--- src/rtl/register_scoreboard_pkg.sv ---
// Pipeline_Pkg
// Shared definitions for the register scoreboard: register-file geometry,
// shadow-pipeline depth, the shadow entry record and the producer test.
// No ports (package).
package Pipeline_Pkg;

  localparam int REG_W      = 5;
  localparam int NUM_REGS   = 32;
  localparam int PIPE_DEPTH = 3;

  // One shadow-pipeline slot: what the real EX/MEM/WB stage holds, reduced
  // to the information needed to track pending register writes.
  typedef struct packed {
    logic             valid;
    logic             reg_write;
    logic [REG_W-1:0] rd;
  } entry_t;

  // An entry only counts as a pending write when it is a real instruction
  // that writes a register other than x0 (x0 writes are discarded).
  function automatic logic is_producer(entry_t e);
    return e.valid & e.reg_write & (e.rd != '0);
  endfunction

endpackage

--- src/rtl/register_scoreboard_hazard_compare.sv ---
// Hazard_Compare
// Compares one source operand of the instruction in ID against one shadow
// pipeline entry and flags a read-after-write conflict.
// Ports:
//   producer_i  - shadow entry being checked (normally the EX entry)
//   src_used_i  - the source is really read by a valid ID instruction
//   src_i       - source register number
//   match_o     - 1 when the source depends on the entry's pending write
module Hazard_Compare
  import Pipeline_Pkg::*;
(
  input  entry_t           producer_i,
  input  logic             src_used_i,
  input  logic [REG_W-1:0] src_i,
  output logic             match_o
);

  // x0 reads never conflict, even if a stale entry names x0.
  assign match_o = src_used_i & (src_i != '0) & is_producer(producer_i) &
                   (producer_i.rd == src_i);

endmodule

--- src/rtl/register_scoreboard.sv ---
// register_scoreboard
// Tracks the destination registers of instructions in EX, MEM and WB with a
// shadow pipeline, stalls ID for one cycle when it reads the register being
// produced in EX (MEM/WB results reach it via forwarding or the register
// file), publishes a busy bit per register and counts stalled cycles.
// Ports:
//   clk, rst             - clock, asynchronous active-low reset
//   issue_valid          - ID holds a valid instruction
//   issue_RegWrite/Rd    - ID destination write enable / register
//   issue_Rs1/Rs2        - ID source registers
//   issue_uses_rs1/rs2   - the matching source is actually read
//   kill_ex              - squash the instruction entering EX this cycle
//   issue_ready          - ID may advance (0 stalls PC and IF/ID)
//   hazard_rs1/rs2       - per-source hazard against the EX entry
//   busy_vector          - bit r set while a write to xr is in flight
//   stall_count          - saturating count of stalled cycles
module register_scoreboard
  import Pipeline_Pkg::*;
#(
  parameter int CNT_W = 16
) (
  input  logic                clk,
  input  logic                rst,
  input  logic                issue_valid,
  input  logic                issue_RegWrite,
  input  logic [REG_W-1:0]    issue_Rd,
  input  logic [REG_W-1:0]    issue_Rs1,
  input  logic [REG_W-1:0]    issue_Rs2,
  input  logic                issue_uses_rs1,
  input  logic                issue_uses_rs2,
  input  logic                kill_ex,
  output logic                issue_ready,
  output logic                hazard_rs1,
  output logic                hazard_rs2,
  output logic [NUM_REGS-1:0] busy_vector,
  output logic [CNT_W-1:0]    stall_count
);

  // Index 0 is EX, 1 is MEM, 2 is WB.
  entry_t           pipe_q [PIPE_DEPTH];
  entry_t           ex_d;
  logic [CNT_W-1:0] stall_count_q;
  logic [CNT_W-1:0] stall_count_d;

  // Only the EX entry can cause a stall; older producers are forwarded.
  Hazard_Compare u_hazard_rs1 (
    .producer_i (pipe_q[0]),
    .src_used_i (issue_valid & issue_uses_rs1),
    .src_i      (issue_Rs1),
    .match_o    (hazard_rs1)
  );

  Hazard_Compare u_hazard_rs2 (
    .producer_i (pipe_q[0]),
    .src_used_i (issue_valid & issue_uses_rs2),
    .src_i      (issue_Rs2),
    .match_o    (hazard_rs2)
  );

  // A stall or a kill both turn the incoming EX slot into a bubble; the kill
  // does not mask the hazard, so issue_ready still reports the stall.
  always_comb begin
    issue_ready         = ~(hazard_rs1 | hazard_rs2);
    ex_d.valid          = issue_valid & issue_ready & ~kill_ex;
    ex_d.reg_write      = issue_RegWrite;
    ex_d.rd             = issue_Rd;
    stall_count_d       = stall_count_q;
    if (issue_valid & ~issue_ready & ~(&stall_count_q)) begin
      stall_count_d = stall_count_q + CNT_W'(1);
    end
  end

  // Busy bits are recomputed from all in-flight producers, so a register
  // written by several entries stays busy until the last one retires.
  always_comb begin
    busy_vector = '0;
    for (int i = 0; i < PIPE_DEPTH; i++) begin
      if (is_producer(pipe_q[i])) begin
        busy_vector[pipe_q[i].rd] = 1'b1;
      end
    end
  end

  always_ff @(posedge clk or negedge rst) begin
    if (!rst) begin
      for (int i = 0; i < PIPE_DEPTH; i++) begin
        pipe_q[i] <= '0;
      end
      stall_count_q <= '0;
    end else begin
      pipe_q[0] <= ex_d;
      for (int i = 1; i < PIPE_DEPTH; i++) begin
        pipe_q[i] <= pipe_q[i-1];
      end
      stall_count_q <= stall_count_d;
    end
  end

  assign stall_count = stall_count_q;

endmodule

--- config.mk ---
export PLATFORM = sky130hd
export DESIGN_NAME = register_scoreboard
export DESIGN_NICKNAME = d
export VERILOG_FILES = /design/src/rtl/register_scoreboard_pkg.sv /design/src/rtl/register_scoreboard_hazard_compare.sv /design/src/rtl/register_scoreboard.sv
export SDC_FILE = /design/constraint.sdc
export NUM_CORES = 1
export LEC_CHECK = 0
export CAP_MARGIN = 10
export CORE_AREA = 2 2 71 73
export CTS_CLUSTER_DIAMETER = 120
export CTS_CLUSTER_SIZE = 8
export DETAILED_ROUTE_END_ITERATION = 16
export DIE_AREA = 0 0 73 75
export HOLD_SLACK_MARGIN = 0.06
export PLACE_DENSITY = 0.86
export SETUP_SLACK_MARGIN = 0.15
export SKIP_LAST_GASP = 1
export SLEW_MARGIN = 25
export SYNTH_ARGS = -nofsm -noshare
export SYNTH_HDL_FRONTEND = slang
export SYNTH_HIERARCHICAL = 1
export SYNTH_SLANG_ARGS = --single-unit
--- constraint.sdc ---
create_clock -name clk -period 6.5 [get_ports clk]
set_clock_uncertainty 0.1 [all_clocks]
set_input_delay 0.975 -clock clk [delete_from_list [all_inputs] [get_ports clk]]
set_output_delay 0.975 -clock clk [all_outputs]
set_load 0.03 [all_outputs]
==> flow_results.xml, run 1 <==
<?xml version="1.0" encoding="UTF-8"?>
<metrics>
  <group name="sta">
    <metric name="whs" unit="ns">0.290</metric>
    <metric name="layout_worst_path_cycle_share" unit="%">68.7</metric>
    <metric name="hold_viol_final" unit="">0</metric>
    <metric name="grt_setup_unrepaired" unit="">no</metric>
    <metric name="actual_slew_at_the_worst_max_slew_pin" unit="ns">1.03</metric>
    <metric name="final.setup.tns" unit="ns">0</metric>
    <metric name="slew-limit-headroom" unit="%">30.8</metric>
    <metric name="final_max_slew_viol_count" unit="">0</metric>
    <metric name="maximum_clock_frequency" unit="MHz">224</metric>
    <metric name="finalWorstPathRequiredPeriod" unit="ns">4.47</metric>
    <metric name="setup_viol" unit="">0</metric>
  </group>
  <group name="floorplanning">
    <metric name="floorplan.initialDensity" unit="%">50.4</metric>
    <metric name="boundaryPins" unit="">73</metric>
    <metric name="fp.coreArea" unit="µm²">4660</metric>
    <metric name="die_height" unit="µm">75</metric>
    <metric name="die_width" unit="µm">73</metric>
    <metric name="core.rowCount" unit="">25</metric>
    <metric name="floorplan_die_area" unit="µm²">5480</metric>
  </group>
  <group name="placement">
    <metric name="place.detailed.hpwl" unit="µm">4970</metric>
    <metric name="place_inst" unit="">383</metric>
    <metric name="port_buffers" unit="">71</metric>
    <metric name="globalplace.congestion" unit="">0.912</metric>
  </group>
  <group name="critical_path">
    <metric name="crit_path_start_kind" unit="">input port</metric>
    <metric name="worst_r2r_endpoint" unit="">stall_count[13]</metric>
    <metric name="timing.critical_path.required" unit="ns">5.42</metric>
    <metric name="critical_path_class" unit="">in2out</metric>
    <metric name="crit_arrival" unit="ns">3.39</metric>
    <metric name="timing.reg2reg.setup_slack" unit="ns">3.26</metric>
    <metric name="crit-reg2reg-launch" unit="">pipe_q[16]</metric>
    <metric name="reg2regPathDepth" unit="">7</metric>
    <metric name="critical_path.endpoint_type" unit="">primary output</metric>
    <metric name="crit_path_max_fanout" unit="">5</metric>
  </group>
  <group name="layout">
    <metric name="num-nets-final" unit="">359</metric>
    <metric name="finish.utilization" unit="%">69.3</metric>
    <metric name="antenna-diode-count" unit="">0</metric>
    <metric name="n_fill_cell" unit="">381</metric>
    <metric name="fin_cells" unit="">391</metric>
    <metric name="area.growth.synth_to_final" unit="%">37.6</metric>
    <metric name="post_route_cells_drive_above_1_share" unit="%">6.53</metric>
    <metric name="seqCellArea" unit="µm²">926</metric>
    <metric name="area_of_the_multi_input_gates" unit="µm²">1380</metric>
  </group>
  <group name="synth">
    <metric name="yosys_most_used_dff" unit="">dfrtp_1</metric>
    <metric name="ys_seq_elements" unit="">37</metric>
    <metric name="adder_cell_share_of_the_synthesized_area" unit="%">0.533</metric>
    <metric name="mappedNetlistArea" unit="µm²">2350</metric>
    <metric name="count_of_mapped_cells_out_of_synthesis" unit="">262</metric>
    <metric name="ys.warnings.count" unit="">6</metric>
    <metric name="synth_nets" unit="">285</metric>
    <metric name="synth_compound_area_share" unit="%">13.9</metric>
    <metric name="yosys.area.top_type_share" unit="%">39.4</metric>
    <metric name="synth.lib_cells_used.distinct" unit="">43</metric>
    <metric name="postSynthAreaPerCell" unit="µm²">8.96</metric>
    <metric name="yosys.cell_count.top_type" unit="">nand2_1</metric>
    <metric name="post_synth_main_area_contributors" unit="">dfrtp_1 39%, nand2_1 7.4%, xor2_1 5.6%</metric>
    <metric name="dominant_combinational_cell_family_by_area_after_synthesis" unit="">simple AND/OR/NAND/NOR gates</metric>
    <metric name="yosysSeqAreaShare" unit="%">39.4</metric>
    <metric name="synth.largest_area_cell" unit="">dfrtp_1</metric>
    <metric name="muxShareOfSynthArea" unit="%">0.480</metric>
    <metric name="top_post_synthesis_cells_by_count" unit="">46 x nand2_1, 37 x dfrtp_1, 21 x nor2_1</metric>
    <metric name="synth_xor_xnor_area_share" unit="%">8.58</metric>
    <metric name="asyncSetResetFlopFracSynth" unit="%">100</metric>
    <metric name="synth_simple_gate_area_share" unit="%">34.4</metric>
    <metric name="count_of_flip_flops_with_a_built_in_enable_after_synthesis" unit="">0</metric>
  </group>
  <group name="routing">
    <metric name="routed-via-count" unit="">2451</metric>
    <metric name="first_drt_iteration_drcs" unit="">290</metric>
    <metric name="routedWlPerCell" unit="µm">17.4</metric>
    <metric name="drtPass1Iterations" unit="">5</metric>
    <metric name="drc" unit="">0</metric>
    <metric name="detail_route.vias_per_cell" unit="">6.27</metric>
    <metric name="postRouteAntennaNets" unit="">0</metric>
    <metric name="totalWireLength" unit="µm">6790</metric>
  </group>
  <group name="pwr">
    <metric name="power_leakage" unit="µW">0.00139</metric>
    <metric name="power_density" unit="nW/µm²">156</metric>
    <metric name="max-vdd-ir-drop" unit="V">0.000142</metric>
  </group>
  <group name="clocking">
    <metric name="clock_path_buffers" unit="">2</metric>
    <metric name="count_of_cells_resized_by_post_cts_repair" unit="">0</metric>
    <metric name="cts_sinks" unit="">37</metric>
    <metric name="hold_buffers" unit="">0</metric>
    <metric name="cts.root.buffer_cell" unit="">clkbuf_8</metric>
    <metric name="cts-buffers-inserted" unit="">5</metric>
    <metric name="ctsHtreeMaxLevel" unit="">2</metric>
    <metric name="path_clk_slew" unit="ns">0.08</metric>
    <metric name="cts_post_setup_buffers_inserted" unit="">0</metric>
    <metric name="tritoncts_clock_tree" unit="">built</metric>
    <metric name="worst_skew_pair.late_latency" unit="ns">0.28</metric>
  </group>
  <group name="global_route">
    <metric name="globalRouteTotalUtil" unit="%">25.3</metric>
    <metric name="via_count_of_the_first_global_routing_pass" unit="">2252</metric>
    <metric name="antenna_found_initial" unit="">0</metric>
    <metric name="grt_overflow_total" unit="">0</metric>
    <metric name="grt_first_pass_wirelength" unit="µm">10700</metric>
    <metric name="pin_count_of_the_biggest_net_entering_global_routing" unit="">38</metric>
  </group>
  <group name="min_path">
    <metric name="worst_hold_path_endpoint" unit="">pipe_q[6]</metric>
    <metric name="min_delay_path_depth" unit="">0</metric>
    <metric name="holdCritStartpoint" unit="">pipe_q[13]</metric>
    <metric name="holdCritPathClass" unit="">reg2reg</metric>
  </group>
  <group name="outcome">
    <metric name="run_status" unit="">finished, final reports clean</metric>
  </group>
  <group name="run">
    <metric name="timing.max_cap.violations" unit="">0</metric>
  </group>
</metrics>
[sequential cells by signal, summed over array words and instances, names as in the netlist]
name	flops
pipe_q	21
stall_count	16
[power by group]
group          total (µW)  internal [µW]  switching (µW)
combinational        58.4           26.5            31.9
sequential            252            237            14.6
clock                 195            115            79.6
[placed cells by master (no fill, tap or decap), types with 2 or more instances in the layout]
cell	netlist	routed
nor4b_1	2	2
xnor2_1	8	8
nor3_1	13	12
nand2_1	46	46
a2111oi_2	2	2
nor3b_1	6	6
and3b_1	4	4
or3_1	2	2
inv_1	8	8
clkbuf_8	0	5
clkdlybuf4s50_1	0	71
xor2_1	15	15
nor4_1	12	12
a221o_1	10	10
or4_1	4	4
a32oi_1	3	3
nand4_1	2	2
a22oi_1	15	15
nor2b_1	4	4
nand2b_1	5	5
nor3_2	2	3
and2_1	3	3
dfrtp_1	37	37
o21ai_0	3	3
nor2_1	21	21
o211ai_1	2	2
nand3_1	13	13
[cell families after synthesis]
kind of cell	after synthesis
adder cells (fa/ha/maj)	1
AO/OA/AOI/OAI	38
other	1
flip-flops	37
XOR/XNOR	23
AND/OR/NAND/NOR	148
buffers and inverters	13
multiplexers	1
[how the worst max path moves through the flow]
| stage | slack [ns] | startpoint | end |
|---|---|---|---|
| after floorplan | 2.58 | issue_Rs2[4] | issue_ready |
| after global placement | 2.11 | issue_Rs1[0] | hazard_rs1 |
| after detailed placement | 2.06 | issue_Rs1[2] | hazard_rs1 |
| after CTS | 2.02 | issue_Rs1[2] | hazard_rs1 |
| after global routing | 1.93 | issue_Rs2[2] | hazard_rs2 |
| final | 2.03 | issue_Rs1[2] | hazard_rs1 |
[cell type report]
type | count | share of cell area [%]
Clock inverter | 2 | 1.20
Timing Repair Buffer | 72 | 22.2
Multi-Input combinational cell | 212 | 42.6
Sequential cell | 37 | 28.7
Inverter | 8 | 0.930
Clock buffer | 6 | 2.25
Tap cell | 54 | 2.09
[routing by layer]
| metal | vias up | global-route usage, % | routed length (µm) |
|---|---|---|---|
| li1 | 1123 | - | - |
| met1 | 1145 | 34.4 | 2810 |
| met2 | 169 | 40.8 | 3260 |
| met3 | 14 | 5.09 | 620 |
| met4 | 0 | 8.02 | 99 |
| met5 | - | 0 | 0 |
[metrics by stage]
| stage | setup slack, ns | total power [µW] | area [µm²] |
|---|---|---|---|
| 3_3_place_gp | 2.11 | 311 | 3110 |
| 3_5_place_dp | 2.06 | 313 | 3110 |
| 4_1_cts | 2.02 | 506 | 3220 |
| 6_report | 2.03 | 505 | 3230 |
| 2_1_floorplan | 2.58 | 281 | 2350 |
| 5_1_grt | 1.93 | 523 | 3230 |
[critical path: stages]
cell and delay (ns):
clkdlybuf4s50_1 0.50, nor4_1 0.06, or4_1 0.42, a2111oi_2 0.65, clkdlybuf4s50_1 0.80
(Power assumes the default switching activity.)
==> run 2: changes to the inputs <==
--- a/config.mk
+++ b/config.mk
@@ -6,13 +6,13 @@
 export NUM_CORES = 1
 export LEC_CHECK = 0
 export CAP_MARGIN = 10
-export CORE_AREA = 2 2 71 73
+export CORE_AREA = 2 2 78 80
 export CTS_CLUSTER_DIAMETER = 120
 export CTS_CLUSTER_SIZE = 8
 export DETAILED_ROUTE_END_ITERATION = 16
-export DIE_AREA = 0 0 73 75
+export DIE_AREA = 0 0 80 82
 export HOLD_SLACK_MARGIN = 0.06
-export PLACE_DENSITY = 0.86
+export PLACE_DENSITY = 0.76
 export SETUP_SLACK_MARGIN = 0.15
 export SKIP_LAST_GASP = 1
 export SLEW_MARGIN = 25
==> constraint.sdc (replaced) <==
create_clock -name clk -period 4.1 [get_ports clk]
set_clock_uncertainty 0.1 [all_clocks]
set_input_delay 0.615 -clock clk [delete_from_list [all_inputs] [get_ports clk]]
set_output_delay 0.615 -clock clk [all_outputs]
set_load 0.03 [all_outputs]
==> run 2 against run 1 <==
Net effect: via count is 1.8% lower; sequential power is 58% higher; sequential share of layout area is 0.15 points lower; count of clock-buffer cells in the layout is 1 lower; cell area is 0.54% higher; setup slack worse by 1.5 ns; final cell count is 6.1% higher; highest routed layer unchanged.
==> flow_results.xml, run 2 (synthesis results as in run 1) <==
<?xml version="1.0" encoding="UTF-8"?>
<metrics>
  <group name="routing">
    <metric name="drtPass1Iterations" unit="">5</metric>
    <metric name="met3_wire_len" unit="µm">466</metric>
    <metric name="postRouteAntennaNets" unit="">0</metric>
    <metric name="detail_route.vias_per_cell" unit="">5.80</metric>
    <metric name="met1_length" unit="µm">2820</metric>
    <metric name="routedWlPerCell" unit="µm">15.9</metric>
    <metric name="drc" unit="">0</metric>
    <metric name="totalWireLength" unit="µm">6590</metric>
    <metric name="routed-via-count" unit="">2408</metric>
    <metric name="first_drt_iteration_drcs" unit="">209</metric>
    <metric name="dr_wl_met2" unit="µm">3210</metric>
    <metric name="maxUsedRoutingLayer" unit="">met4</metric>
  </group>
  <group name="clocking">
    <metric name="ctsHtreeMaxLevel" unit="">2</metric>
    <metric name="hold_buffers" unit="">0</metric>
    <metric name="cts_post_setup_buffers_inserted" unit="">0</metric>
    <metric name="path_clk_slew" unit="ns">0.08</metric>
    <metric name="clock_path_buffers" unit="">2</metric>
    <metric name="count_of_cells_resized_by_post_cts_repair" unit="">0</metric>
    <metric name="cts-buffers-inserted" unit="">5</metric>
    <metric name="cts.root.buffer_cell" unit="">clkbuf_8</metric>
    <metric name="worst_skew_pair.late_latency" unit="ns">0.29</metric>
    <metric name="tritoncts_clock_tree" unit="">built</metric>
    <metric name="cts_sinks" unit="">37</metric>
  </group>
  <group name="sta">
    <metric name="layout_worst_path_cycle_share" unit="%">86.5</metric>
    <metric name="final_max_slew_viol_count" unit="">0</metric>
    <metric name="finalWorstPathRequiredPeriod" unit="ns">3.55</metric>
    <metric name="maximum_clock_frequency" unit="MHz">282</metric>
    <metric name="hold_viol_final" unit="">0</metric>
    <metric name="final.setup.tns" unit="ns">0</metric>
    <metric name="setup_viol" unit="">0</metric>
    <metric name="slew-limit-headroom" unit="%">48.3</metric>
    <metric name="grt_setup_unrepaired" unit="">no</metric>
    <metric name="actual_slew_at_the_worst_max_slew_pin" unit="ns">0.775</metric>
  </group>
  <group name="layout">
    <metric name="area_of_the_multi_input_gates" unit="µm²">1370</metric>
    <metric name="n_fill_cell" unit="">543</metric>
    <metric name="finish.utilization" unit="%">56.5</metric>
    <metric name="area.growth.synth_to_final" unit="%">38.4</metric>
    <metric name="layout_commonest_cell" unit="">clkdlybuf4s50_1</metric>
    <metric name="final_cell_mix" unit="">70 x clkdlybuf4s50_1, 46 x nand2_1, 37 x dfrtp_1</metric>
    <metric name="post_route_cells_drive_above_1_share" unit="%">7.65</metric>
    <metric name="num-nets-final" unit="">362</metric>
    <metric name="registers.top_by_ff_count" unit="">pipe_q</metric>
    <metric name="largest_register_ff_count" unit="">21</metric>
    <metric name="antenna-diode-count" unit="">0</metric>
    <metric name="seqCellArea" unit="µm²">926</metric>
  </group>
  <group name="global_route">
    <metric name="grt_first_pass_wirelength" unit="µm">10500</metric>
    <metric name="grt_overflow_total" unit="">0</metric>
    <metric name="pin_count_of_the_biggest_net_entering_global_routing" unit="">38</metric>
    <metric name="globalRouteTotalUtil" unit="%">20.2</metric>
    <metric name="via_count_of_the_first_global_routing_pass" unit="">2240</metric>
    <metric name="antenna_found_initial" unit="">0</metric>
  </group>
  <group name="critical_path">
    <metric name="worst-path-buf-inv" unit="">3</metric>
    <metric name="slowest_stage" unit="">clkdlybuf4s50_1</metric>
    <metric name="critical-path-top-cell-by-count" unit="">clkdlybuf4s50_1</metric>
    <metric name="critical-path-top-delay-family" unit="">buffers and inverters</metric>
    <metric name="critical_path.endpoint_type" unit="">primary output</metric>
    <metric name="critical_path_class" unit="">in2out</metric>
    <metric name="timing.reg2reg.setup_slack" unit="ns">1.10</metric>
    <metric name="worst_r2r_endpoint" unit="">stall_count[15]</metric>
    <metric name="crit_path_max_fanout" unit="">5</metric>
    <metric name="crit-reg2reg-launch" unit="">pipe_q[16]</metric>
    <metric name="reg2regPathDepth" unit="">8</metric>
    <metric name="crit_path_start_kind" unit="">input port</metric>
    <metric name="max_stage_delay" unit="ns">0.68</metric>
    <metric name="crit_chain" unit="">clkdlybuf4s50_1 &gt; or4_1 &gt; a2111oi_2 &gt; buf_4 &gt; clkdlybuf4s50_1</metric>
    <metric name="timing.critical_path.required" unit="ns">3.38</metric>
    <metric name="crit_arrival" unit="ns">2.83</metric>
  </group>
  <group name="placement">
    <metric name="globalplace.congestion" unit="">0.910</metric>
    <metric name="port_buffers" unit="">71</metric>
    <metric name="place.detailed.hpwl" unit="µm">4870</metric>
  </group>
  <group name="floorplanning">
    <metric name="core.rowCount" unit="">28</metric>
    <metric name="floorplan_die_area" unit="µm²">6560</metric>
    <metric name="die_height" unit="µm">82</metric>
    <metric name="floorplan.initialDensity" unit="%">40.9</metric>
    <metric name="boundaryPins" unit="">73</metric>
    <metric name="fp.coreArea" unit="µm²">5750</metric>
    <metric name="die_width" unit="µm">80</metric>
  </group>
  <group name="min_path">
    <metric name="min_delay_path_depth" unit="">0</metric>
    <metric name="worst_hold_path_endpoint" unit="">pipe_q[5]</metric>
    <metric name="holdCritStartpoint" unit="">pipe_q[12]</metric>
    <metric name="holdCritPathClass" unit="">reg2reg</metric>
  </group>
  <group name="run">
    <metric name="timing.max_cap.violations" unit="">0</metric>
  </group>
  <group name="pwr">
    <metric name="power" unit="µW">740</metric>
    <metric name="power_density" unit="nW/µm²">228</metric>
    <metric name="power_leakage" unit="µW">0.00139</metric>
    <metric name="max-vdd-ir-drop" unit="V">0.000148</metric>
  </group>
  <group name="outcome">
    <metric name="run_status" unit="">finished, final reports clean</metric>
  </group>
</metrics>
[run 2: worst max-delay path by stage]
| stage | from | endpoint | slack (ns) | cells past startpoint |
|---|---|---|---|---|
| after floorplan | issue_Rs2[4] | stall_count[15] | 0.68 | 6 |
| after global placement | issue_Rs2[0] | hazard_rs2 | 0.60 | 6 |
| after detailed placement | issue_Rs1[2] | hazard_rs1 | 0.55 | 6 |
| after CTS | issue_Rs1[2] | hazard_rs1 | 0.55 | 6 |
| after global routing | issue_Rs1[3] | hazard_rs1 | 0.47 | 6 |
| final | issue_Rs2[4] | hazard_rs2 | 0.55 | 5 |
[run 2: where the power goes]
group	leakage [µW]	switching (µW)	internal (µW)	total, µW
logic	0.000886	50.3	41.3	91.6
clock network	0.0000445	130	120	251
registers	0.000461	21.7	376	398
[run 2: layout make-up]
| type | count | share of cell area [%] |
|---|---|---|
| Timing Repair Buffer | 75 | 22.7 |
| Multi-Input combinational cell | 212 | 42.3 |
| Sequential cell | 37 | 28.5 |
| Clock buffer | 5 | 2.12 |
| Inverter | 8 | 0.924 |
| Tap cell | 75 | 2.89 |
| Clock inverter | 3 | 0.655 |
[run 2: routing by layer]
layer | vias to the layer above | global-route usage [%]
li1 | 1121 | -
met1 | 1149 | 27.0
met2 | 125 | 34.7
met3 | 13 | 2.53
met4 | 0 | 5.76
met5 | - | 0
[run 2: metrics by stage]
stage          area, µm²  instances  setup WS (ns)  hold WS [ns]
6_report            3250        415          0.554         0.283
5_1_grt             3250        415          0.471         0.289
3_5_place_dp        3150        407          0.551         0.265
2_1_floorplan       2350        262          0.682         0.219
4_1_cts             3240        415          0.552         0.283
3_3_place_gp        3150        407          0.598         0.257
